==> src/rtl/cpu_test_sequencer_if.sv <==
// Handshake bundle between the test sequencer (master) and the lab cpu (slave):
// instruction word, load/s strobes out; result word, {N,V,Z} flags and w back.
interface cpu_test_sequencer_if #(
  parameter int DATA_W = 16
) ();
  logic [DATA_W-1:0] dut_in;
  logic              dut_load;
  logic              dut_s;
  logic [DATA_W-1:0] dut_out;
  logic [2:0]        dut_nvz;
  logic              dut_w;

  modport master (
    output dut_in, dut_load, dut_s,
    input  dut_out, dut_nvz, dut_w
  );

  modport slave (
    input  dut_in, dut_load, dut_s,
    output dut_out, dut_nvz, dut_w
  );
endinterface

==> src/rtl/cpu_test_sequencer.sv <==
// Vector-table driver for the lab cpu: issues each stored instruction, waits on w, scores the result.
// Optional macro SEQ_STOP_ON_FAIL_EN: end the run at the first compare mismatch.
module cpu_test_sequencer #(
  parameter  int DATA_W    = 16,
  parameter  int DEPTH     = 16,
  parameter  int TO_CYCLES = 64,
  localparam int AW        = $clog2(DEPTH)
) (
  input  logic              clk,
  input  logic              reset,
  input  logic              vec_we_i,
  input  logic [AW-1:0]     vec_addr_i,
  input  logic [DATA_W-1:0] vec_instr_i,
  input  logic [DATA_W-1:0] vec_exp_out_i,
  input  logic [2:0]        vec_exp_flags_i,
  input  logic [1:0]        vec_mask_i,
  input  logic [AW:0]       num_vec_i,
  input  logic              start_i,
  cpu_test_sequencer_if.master cpu_if,
  output logic              busy_o,
  output logic              done_o,
  output logic [AW:0]       pass_cnt_o,
  output logic [AW:0]       fail_cnt_o,
  output logic [AW-1:0]     first_fail_o,
  output logic              err_timeout_o
);

  localparam int TO_W = $clog2(TO_CYCLES + 1);
`ifdef SEQ_STOP_ON_FAIL_EN
  localparam bit STOP_ON_FAIL = 1'b1;
`else
  localparam bit STOP_ON_FAIL = 1'b0;
`endif

  typedef enum logic [2:0] {
    S_IDLE, S_LOAD, S_STROBE, S_WAIT_ACK, S_WAIT_DONE, S_CHECK, S_DONE
  } state_t;

  state_t            state_q;
  logic [AW-1:0]     idx_q;
  logic [AW:0]       nvec_q;
  logic [TO_W-1:0]   to_cnt_q;
  logic [AW:0]       pass_q, fail_q;
  logic [AW-1:0]     ff_q;
  logic              err_q, busy_q, done_q;
  logic [DATA_W-1:0] din_q;
  logic              load_q, s_q;

  logic [DATA_W-1:0] instr_mem   [DEPTH];
  logic [DATA_W-1:0] exp_out_mem [DEPTH];
  logic [2:0]        exp_fl_mem  [DEPTH];
  logic [1:0]        mask_mem    [DEPTH];

  function automatic logic vec_ok(input logic [1:0] mask, input logic [DATA_W-1:0] out,
                                  input logic [DATA_W-1:0] exp_out, input logic [2:0] nvz,
                                  input logic [2:0] exp_fl);
    return (!mask[1] || (out == exp_out)) && (!mask[0] || (nvz == exp_fl));
  endfunction

  logic              accept;
  logic [AW:0]       nvec_d;
  logic [DATA_W-1:0] instr0_d;
  logic [AW-1:0]     idx_d;
  logic              pass_now, last_vec, phase_met, to_hit;

  assign accept    = (state_q == S_IDLE) || (state_q == S_DONE);
  assign nvec_d    = (num_vec_i > (AW+1)'(DEPTH)) ? (AW+1)'(DEPTH) : num_vec_i;
  // A slot-0 write in the same cycle as start must reach the first LOAD.
  assign instr0_d  = (vec_we_i && (vec_addr_i == '0)) ? vec_instr_i : instr_mem[0];
  assign idx_d     = idx_q + AW'(1);
  assign pass_now  = vec_ok(mask_mem[idx_q], cpu_if.dut_out, exp_out_mem[idx_q],
                            cpu_if.dut_nvz, exp_fl_mem[idx_q]);
  assign last_vec  = ({1'b0, idx_q} == (nvec_q - (AW+1)'(1)));
  assign phase_met = (state_q == S_WAIT_ACK) ? !cpu_if.dut_w : cpu_if.dut_w;
  assign to_hit    = (to_cnt_q == TO_W'(TO_CYCLES - 1));

  always_ff @(posedge clk) begin
    if (vec_we_i && accept) begin
      instr_mem[vec_addr_i]   <= vec_instr_i;
      exp_out_mem[vec_addr_i] <= vec_exp_out_i;
      exp_fl_mem[vec_addr_i]  <= vec_exp_flags_i;
      mask_mem[vec_addr_i]    <= vec_mask_i;
    end
  end

  always_ff @(posedge clk or negedge reset) begin
    if (!reset) begin
      state_q  <= S_IDLE;
      idx_q    <= '0;
      nvec_q   <= '0;
      to_cnt_q <= '0;
      pass_q   <= '0;
      fail_q   <= '0;
      ff_q     <= '0;
      err_q    <= 1'b0;
      busy_q   <= 1'b0;
      done_q   <= 1'b0;
      din_q    <= '0;
      load_q   <= 1'b0;
      s_q      <= 1'b0;
    end else begin
      unique case (state_q)
        S_IDLE, S_DONE: begin
          if (start_i) begin
            pass_q <= '0;
            fail_q <= '0;
            ff_q   <= '0;
            err_q  <= 1'b0;
            idx_q  <= '0;
            nvec_q <= nvec_d;
            if (nvec_d == '0) begin
              state_q <= S_DONE;
              busy_q  <= 1'b0;
              done_q  <= 1'b1;
            end else begin
              state_q <= S_LOAD;
              busy_q  <= 1'b1;
              done_q  <= 1'b0;
              din_q   <= instr0_d;
              load_q  <= 1'b1;
            end
          end
        end
        S_LOAD: begin
          load_q  <= 1'b0;
          s_q     <= 1'b1;
          state_q <= S_STROBE;
        end
        S_STROBE: begin
          s_q      <= 1'b0;
          to_cnt_q <= '0;
          state_q  <= S_WAIT_ACK;
        end
        S_WAIT_ACK, S_WAIT_DONE: begin
          if (phase_met) begin
            to_cnt_q <= '0;
            state_q  <= (state_q == S_WAIT_ACK) ? S_WAIT_DONE : S_CHECK;
          end else if (to_hit) begin
            fail_q  <= fail_q + (AW+1)'(1);
            if (fail_q == '0) ff_q <= idx_q;
            err_q   <= 1'b1;
            busy_q  <= 1'b0;
            done_q  <= 1'b1;
            state_q <= S_DONE;
          end else begin
            to_cnt_q <= to_cnt_q + TO_W'(1);
          end
        end
        S_CHECK: begin
          if (pass_now) begin
            pass_q <= pass_q + (AW+1)'(1);
          end else begin
            fail_q <= fail_q + (AW+1)'(1);
            if (fail_q == '0) ff_q <= idx_q;
          end
          if (last_vec || (STOP_ON_FAIL && !pass_now)) begin
            busy_q  <= 1'b0;
            done_q  <= 1'b1;
            state_q <= S_DONE;
          end else begin
            idx_q   <= idx_d;
            din_q   <= instr_mem[idx_d];
            load_q  <= 1'b1;
            state_q <= S_LOAD;
          end
        end
        default: state_q <= S_IDLE;
      endcase
    end
  end

  assign cpu_if.dut_in   = din_q;
  assign cpu_if.dut_load = load_q;
  assign cpu_if.dut_s    = s_q;
  assign busy_o          = busy_q;
  assign done_o          = done_q;
  assign pass_cnt_o      = pass_q;
  assign fail_cnt_o      = fail_q;
  assign first_fail_o    = ff_q;
  assign err_timeout_o   = err_q;

endmodule
==> src/flat_wrapper.sv <==
// flat-port wrapper written by rule: the top's interface ports become plain ports
module cpu_test_sequencer_flat 
#(
  parameter  int DATA_W    = 16,
  parameter  int DEPTH     = 16,
  parameter  int TO_CYCLES = 64,
  localparam int AW        = $clog2(DEPTH)
)
  (clk, reset, vec_we_i, vec_addr_i, vec_instr_i, vec_exp_out_i, vec_exp_flags_i, vec_mask_i, num_vec_i, start_i, busy_o, done_o, pass_cnt_o, fail_cnt_o, first_fail_o, err_timeout_o, cpu_if_dut_in, cpu_if_dut_load, cpu_if_dut_s, cpu_if_dut_out, cpu_if_dut_nvz, cpu_if_dut_w);
  cpu_test_sequencer_if #(.DATA_W(DATA_W)) cpu_if_i ();
  input  logic clk;
  input  logic reset;
  input  logic vec_we_i;
  input  logic [AW-1:0] vec_addr_i;
  input  logic [DATA_W-1:0] vec_instr_i;
  input  logic [DATA_W-1:0] vec_exp_out_i;
  input  logic [2:0] vec_exp_flags_i;
  input  logic [1:0] vec_mask_i;
  input  logic [AW:0] num_vec_i;
  input  logic start_i;
  output logic busy_o;
  output logic done_o;
  output logic [AW:0] pass_cnt_o;
  output logic [AW:0] fail_cnt_o;
  output logic [AW-1:0] first_fail_o;
  output logic err_timeout_o;
  output wire logic [$bits(cpu_if_i.dut_in)-1:0] cpu_if_dut_in;
  output wire logic [$bits(cpu_if_i.dut_load)-1:0] cpu_if_dut_load;
  output wire logic [$bits(cpu_if_i.dut_s)-1:0] cpu_if_dut_s;
  input wire logic [$bits(cpu_if_i.dut_out)-1:0] cpu_if_dut_out;
  input wire logic [$bits(cpu_if_i.dut_nvz)-1:0] cpu_if_dut_nvz;
  input wire logic [$bits(cpu_if_i.dut_w)-1:0] cpu_if_dut_w;
  assign cpu_if_dut_in = cpu_if_i.dut_in;
  assign cpu_if_dut_load = cpu_if_i.dut_load;
  assign cpu_if_dut_s = cpu_if_i.dut_s;
  assign cpu_if_i.dut_out = cpu_if_dut_out;
  assign cpu_if_i.dut_nvz = cpu_if_dut_nvz;
  assign cpu_if_i.dut_w = cpu_if_dut_w;
  cpu_test_sequencer #(.DATA_W(DATA_W), .DEPTH(DEPTH), .TO_CYCLES(TO_CYCLES)) u_core (.clk(clk), .reset(reset), .vec_we_i(vec_we_i), .vec_addr_i(vec_addr_i), .vec_instr_i(vec_instr_i), .vec_exp_out_i(vec_exp_out_i), .vec_exp_flags_i(vec_exp_flags_i), .vec_mask_i(vec_mask_i), .num_vec_i(num_vec_i), .start_i(start_i), .cpu_if(cpu_if_i), .busy_o(busy_o), .done_o(done_o), .pass_cnt_o(pass_cnt_o), .fail_cnt_o(fail_cnt_o), .first_fail_o(first_fail_o), .err_timeout_o(err_timeout_o));
endmodule
==> config.mk <==
export PLATFORM = sky130hd
export DESIGN_NAME = cpu_test_sequencer_flat
export DESIGN_NICKNAME = d
export VERILOG_FILES = /design/src/rtl/cpu_test_sequencer_if.sv /design/src/rtl/cpu_test_sequencer.sv /design/src/flat_wrapper.sv
export SDC_FILE = /design/constraint.sdc
export NUM_CORES = 1
export LEC_CHECK = 0
export BUFFER_PORTS_ARGS = -buffer_cell sky130_fd_sc_hd__buf_2
export CAP_MARGIN = 30
export CORE_UTILIZATION = 55
export CTS_BUF_LIST = sky130_fd_sc_hd__clkbuf_4 sky130_fd_sc_hd__clkbuf_8
export DETAILED_ROUTE_END_ITERATION = 8
export PLACE_DENSITY = 0.72
export REMOVE_ABC_BUFFERS = 1
export SYNTH_ARGS = -nofsm -noshare
export SYNTH_HDL_FRONTEND = slang
export SYNTH_SLANG_ARGS = --single-unit
==> constraint.sdc <==
create_clock -name clk -period 6.04 [get_ports clk]
set_input_delay 1.208 -clock clk [delete_from_list [all_inputs] [get_ports clk]]
set_output_delay 1.208 -clock clk [all_outputs]
set_load 0.005 [all_outputs]
==> results of run 1 <==
-- area by class of cell --
| cell class | count | area share |
|---|---|---|
| repair buffers | 147 | 0.0317 |
| inverters | 21 | 0.00265 |
| clock buffers | 141 | 0.0589 |
| multi-input cells | 648 | 0.229 |
| clock inverters | 45 | 0.00987 |
| well taps | 607 | 0.0255 |
| diodes | 1 | 0.0000840 |
| flip-flops and latches | 646 | 0.643 |
-- per-layer routing --
layer,up-vias,track usage
li1,6045,-
met1,7360,0.373
met2,633,0.394
met5,-,0
met3,113,0.0482
met4,6,0.0917
-- placed cells by master, fill, tap and decap left out, types with 6 or more instances in the layout --
master,Yosys,layout
a31oi_1,6,6
a21oi_1,15,14
mux2_2,31,31
clkinv_2,0,17
a221oi_1,7,7
nor2_4,0,14
ha_1,7,6
inv_1,20,20
xnor2_1,12,10
buf_4,12,36
clkbuf_4,0,30
buf_2,18,104
nor3_1,14,11
o21ai_0,43,43
nand2b_1,11,11
edfxtp_1,592,592
nand3_1,21,21
dfrtp_1,54,51
mux4_2,138,138
nor2_1,52,38
nand4_1,7,7
xor2_1,9,9
o31ai_1,8,8
nor2b_1,7,7
o22ai_1,14,14
clkbuf_8,0,111
a22oi_1,15,15
nand2_1,70,70
clkinv_1,0,19
mux2i_1,85,85
-- worst paths after layout --
kind                                          end
max in group asynchronous         u_core.idx_q[1]
max reg2reg                  u_core.fail_cnt_o[0]
min                          u_core.err_timeout_o
min in group asynchronous  u_core.first_fail_o[2]
max                          u_core.fail_cnt_o[0]
min reg2reg                  u_core.err_timeout_o
-- through the flow --
| stage | worst slack [ns] | power (W) | cells | setup TNS (ns) | instance area [sq um] |
|---|---|---|---|---|---|
| global route | 1.19 | 0.0129 | 2256 | 0 | 29800 |
| detailed placement | 1.46 | 0.00875 | 2068 | 0 | 27700 |
| floorplan | -1.77 | 0.00788 | 1315 | -47.76 | 25900 |
| global placement | 1.45 | 0.00868 | 2062 | 0 | 27600 |
| CTS | 1.44 | 0.0124 | 2254 | 0 | 29800 |
| finish | 1.47 | 0.0123 | 2256 | 0 | 29800 |
-- kinds of logic after synthesis --
group                    Yosys count  synth area share
flip-flops                       646             0.730
AND/OR/NAND/NOR                  209            0.0376
buffers and inverters             86            0.0163
adder cells (fa/ha/maj)            7           0.00334
XOR/XNOR                          21           0.00702
multiplexers                     256             0.165
AO/OA/AOI/OAI                    155            0.0410
-- critical path: stages, from the launching register on --
cell	delay, ns
dfrtp_4	0.99
buf_4	0.32
buf_4	0.57
mux4_2	0.57
mux4_2	0.50
xnor2_1	0.16
nand4_1	0.11
o21a_1	0.37
o21ai_2	0.41
mux2_1	0.36
-- flip-flops by register name, indices dropped and copies added (netlist names), 3 cells and up --
signal / count
u_core.cpu_if.dut_in: 16
u_core.exp_fl_mem: 48
u_core.exp_out_mem: 256
u_core.fail_cnt_o: 5
u_core.first_fail_o: 4
u_core.idx_q: 4
u_core.instr_mem: 256
u_core.mask_mem: 32
u_core.nvec_q: 5
u_core.pass_cnt_o: 5
u_core.state_q: 3
u_core.to_cnt_q: 7
-- power groups by stage --
stage | clock network (W) | logic (W) | registers (W)
after floorplan | 0 | 0.00231 | 0.00557
after global placement | 0 | 0.00316 | 0.00552
after detailed placement | 0 | 0.00323 | 0.00552
after CTS | 0.00373 | 0.00324 | 0.00543
after global routing | 0.00392 | 0.00349 | 0.00546
final | 0.00368 | 0.00325 | 0.00542
==> flow_summary.ini, run 1 <==
[power]
p_int_w = 0.00870
p_sw_frac = 0.296
powerDensity_nw_per_um2 = 415
p_sw_w = 0.00365
power_frac_comb = 0.263
p_leak_nw = 9.92
vdd_drop_max_mv = 0.171
clockPowerShare = 0.298
p_seq_frac = 0.439

[clocking]
cts-resized-gates = 0
hold_buffers = 0
cts_setup_buffers = 0
path_clk_slew_ns = 0.07
root_buffer = clkbuf_8
clk_path_buf_depth = 3
cts_tree = built
cts_buffers = 101
cts_sinks = 646
htreeDepth = 3
insertion_delay_ns = 0.70

[worst_hold_path]
hold_depth = 2
min_path_type = reg -> reg
min-delay-start = u_core.err_timeout_o

[route]
met3_length_um = 4840
drt-met1-wl_um = 25500
drt_wl_total_um = 60500
top_layer = met5
ant_nets = 0
first_iter_violations = 1734
drc = 9
route.met2.wl_um = 28700
wl_per_cell_um = 26.8
vias_per_cell = 6.28
dr.pass1.iters = 8
vias = 14157

[place]
dp_hpwl_um = 34900
portBuffers = 104
place.gp.congestion = 0.900

[finish]
syn_to_final_growth_pct = 13.6
fill_cells = 3191
drive_above_1_share = 0.313
fin_nets = 1642
finish.utilization = 0.637
multiInputGateArea_sq_um = 6810
regArea_sq_um = 19100

[critical_path]
end_kind = register
cp.required_ns = 6.61
path_max_fanout = 50
startpoint_type = register
r2r_cells = 9
reg2reg_slack_ns = 1.47
crit_start = u_core.idx_q[0]
worst_ep_arrival_time_ns = 5.14
worstSetupPathType = reg -> reg
worstReg2RegStart = u_core.idx_q[0]

[yosys]
synth_top_area_share = 0.678
ys_ff_latch = 646
synthFlopType = edfxtp_1
netlist_instances = 1380
syn_avg_cell_area_sq_um = 19.0
netlist_area_sq_um = 26200
synthTopCellsByArea = edfxtp_1, mux4_2, dfrtp_1, mux2i_1, mux2_2
async_flop_share = 0.0836
yosysTopAreaCell = edfxtp_1
synth_most_common_cell = edfxtp_1
yosysWarnings = 0
yosysUniqueCellTypes = 68
synth_commonest_cells = edfxtp_1, mux4_2, mux2i_1
ys_seq_area_frac = 0.730
synth-edff-count = 592

[timing]
hold_viol_final = 0
fmax_mhz = 219
final-setup-viol-count = 0
fin_crit_ns = 4.57
slew-limit-headroom = 0.320
whs_ns = 0.477
rsz0062_at_grt = no
finalClockSkew_ns = 0.0431
maxSlewViolCount = 0
fin_crit_sh = 0.756
worst_pin_slew_ns = 1.02

[die]
die-width_um = 220
start_util = 0.561
io_pins = 105
fp.dieArea_sq_um = 48500
die_y_um = 220
core_area_sq_um = 46800
rows = 79

[grt]
grt_pass1_wl_um = 89000
grt_use_total = 0.257
grt_max_degree = 59
antenna_found_initial = 4
grt_pass1_vias = 13957
grt_overflow = 0

[job]
drv_cap = 0

[outcome]
violations = design-rule violations
outcome = finished, violations left
Note: power is estimated with default switching activity, not from simulation.
==> run 2, diff against run 1 <==
--- a/config.mk
+++ b/config.mk
@@ -5,6 +5,7 @@
 export SDC_FILE = /design/constraint.sdc
 export NUM_CORES = 1
 export LEC_CHECK = 0
+export ABC_AREA = 1
 export BUFFER_PORTS_ARGS = -buffer_cell sky130_fd_sc_hd__buf_2
 export CAP_MARGIN = 30
 export CORE_UTILIZATION = 55
==> constraint.sdc (replaced) <==
create_clock -name clk -period 4.8 [get_ports clk]
set_input_delay 0.96 -clock clk [delete_from_list [all_inputs] [get_ports clk]]
set_output_delay 0.96 -clock clk [all_outputs]
set_load 0.005 [all_outputs]
==> run 2 against run 1 <==
Net effect:
- the run now ends clean
- routed wire length is 11% higher
- clock skew shrank 0.019 ns
- core utilization is 1.3 points lower
- combinational power grew 44%
- total power is 28% higher
- critical path type unchanged
==> flow_summary.ini, run 2 <==
[grt]
grt_pass1_wl_um = 102000
antenna_found_initial = 4
grt_overflow = 0
grt_pass1_vias = 17483
grt_use_total = 0.269
grt_max_degree = 160

[clocking]
cts-resized-gates = 0
cts_sinks = 646
path_clk_slew_ns = 0.06
cts_buffers = 102
insertion_delay_ns = 0.70
cts_tree = built
cts_setup_buffers = 0
clk_path_buf_depth = 3
htreeDepth = 3
root_buffer = clkbuf_8
hold_buffers = 0

[critical_path]
path_max_fanout = 101
end_kind = register
worstSetupPathType = reg -> reg
startpoint_type = register
worst_ep_arrival_time_ns = 4.22
cp.required_ns = 5.37

[timing]
fmax_mhz = 274
maxSlewViolCount = 0
finalClockSkew_ns = 0.0244
fin_crit_ns = 3.65
fin_crit_sh = 0.761
setup_tns_ns = 0
worst_pin_slew_ns = 0.998
slew-limit-headroom = 0.335
hold_viol_final = 0
rsz0062_at_grt = no
final-setup-viol-count = 0

[route]
drc = 0
drt-met1-wl_um = 27300
wl_per_cell_um = 20.4
top_layer = met5
met3_length_um = 6000
ant_nets = 0
dr.pass1.iters = 6
first_iter_violations = 2112
vias_per_cell = 5.65
route.met2.wl_um = 32000
drt_wl_total_um = 67300
vias = 18632

[power]
power_frac_comb = 0.295
powerDensity_nw_per_um2 = 517
vdd_drop_max_mv = 0.461
clockPowerShare = 0.285
p_leak_nw = 11.8
p_sw_w = 0.00557
p_seq_frac = 0.420
p_sw_frac = 0.351
p_int_w = 0.0103

[die]
core_area_sq_um = 49100
fp.dieArea_sq_um = 50800
start_util = 0.560
die_y_um = 225
die-width_um = 225
io_pins = 105
rows = 81

[yosys]
ys_ff_latch = 646
yosysWarnings = 0
ys_seq_area_frac = 0.696
netlist_area_sq_um = 27500
synth-edff-count = 592
yosysTopAreaCell = edfxtp_1
synth_most_common_cell = edfxtp_1
synthTopCellsByArea = edfxtp_1, nand2_1, dfrtp_1, nand3_1, o21ai_0
synth_commonest_cells = edfxtp_1, nand2_1, nor2_1
syn_avg_cell_area_sq_um = 11.3
netlist_instances = 2422
synth_top_area_share = 0.647
yosysUniqueCellTypes = 41
synthFlopType = edfxtp_1
async_flop_share = 0.0836

[job]
drv_cap = 0

[finish]
syn_to_final_growth_pct = 11.5
fin_area_sq_um = 30600
final_common_cell = edfxtp_1
mostFrequentLayoutCells = edfxtp_1, nand2_1, nor2_1
reg_top3 = u_core.exp_out_mem (256), u_core.instr_mem (256), u_core.exp_fl_mem (48)
fin_nets = 2620
drive_above_1_share = 0.137
fill_cells = 3828

[place]
portBuffers = 104
place.gp.congestion = 0.837
placed_area_sq_um = 28600
dp_hpwl_um = 34500

[outcome]
outcome = complete, no violations

[worst_hold_path]
min_path_type = in -> async
## run 2: cell types whose count changed in the layout (fill, tap and decap cells not counted), moves of 39 or more
cell,before,now
inv_1,20,222
mux2i_1,85,7
mux4_2,138,0
nand2_1,70,448
nand3_1,21,239
nor2_1,38,254
o21ai_0,43,218
o22ai_1,14,53
## run 2: cell type report
type | instances | area (sq um) | share of cell area
diodes | 3 | 7.51 | 0.000245
clock buffers | 143 | 1780 | 0.0581
clock inverters | 47 | 228 | 0.00744
inverters | 228 | 861 | 0.0281
multi-input cells | 1417 | 6860 | 0.224
flip-flops and latches | 646 | 19100 | 0.625
well taps | 664 | 831 | 0.0271
repair buffers | 148 | 921 | 0.0301
## run 2: kinds of logic (layout without fill, tap and decap cells)
group	after synthesis	count (layout)	synth area share
mux	7	7	0.00255
simple gates	1006	1006	0.153
compound gates	379	379	0.0801
xor+xnor	18	18	0.00601
other cells	0	3	0
fa+ha+maj	7	7	0.00319
buf+inv	359	566	0.0584
flops	646	646	0.696
## run 2: routing by layer
layer / track usage / vias up
met5: 0 / -
met4: 0.0992 / 2
met3: 0.0522 / 162
met2: 0.431 / 899
met1: 0.367 / 8908
li1: - / 8661
## run 2: worst max-delay path, stage by stage, from the launching register on
cell and delay [ns]:
dfrtp_4 0.82, inv_6 0.41, buf_16 0.37, buf_4 0.52, o21ai_0 0.15, o22ai_1 0.14, o21ai_0 0.09, o22ai_1 0.30
nand2_2 0.13, nand3_2 0.20, nand2_1 0.16, nand2_1 0.09, nand2_1 0.05
## run 2: power groups by stage
| stage | clock (W) | sequential [W] | combinational [W] |
|---|---|---|---|
| 2_1_floorplan | 0 | 0.00692 | 0.00312 |
| 3_3_place_gp | 0 | 0.00675 | 0.00449 |
| 3_5_place_dp | 0 | 0.00677 | 0.00461 |
| 4_1_cts | 0.00459 | 0.00666 | 0.00464 |
| 5_1_grt | 0.00482 | 0.00669 | 0.00524 |
| 6_report | 0.00452 | 0.00666 | 0.00467 |
## run 2: path summary, 6_finish.rpt
check | startpoint | cells after the start | slack, ns | endpoint
max reg2reg | u_core.idx_q[0] | 12 | 1.15 | u_core.fail_cnt_o[4]
min reg2reg | u_core.first_fail_o[2] | 2 | 0.46 | u_core.first_fail_o[2]
max | u_core.idx_q[0] | 12 | 1.15 | u_core.fail_cnt_o[4]
max in group asynchronous | reset | 2 | 3.71 | u_core.idx_q[0]
min | reset | 2 | 0.46 | u_core.done_o
min in group clk | u_core.first_fail_o[2] | 2 | 0.46 | u_core.first_fail_o[2]
## run 2: metrics by stage
step	util	setup WS (ns)	total power, W	hold slack (ns)	std cells
after floorplan	-	-4.65	0.0100	0.465	2291
after global placement	0.583	1.04	0.0112	0.459	3102
final	0.624	1.15	0.0158	0.464	3296
after CTS	0.624	0.989	0.0159	0.448	3292
after detailed placement	0.583	1.01	0.0114	0.454	3102
after global routing	0.624	0.681	0.0167	0.476	3294
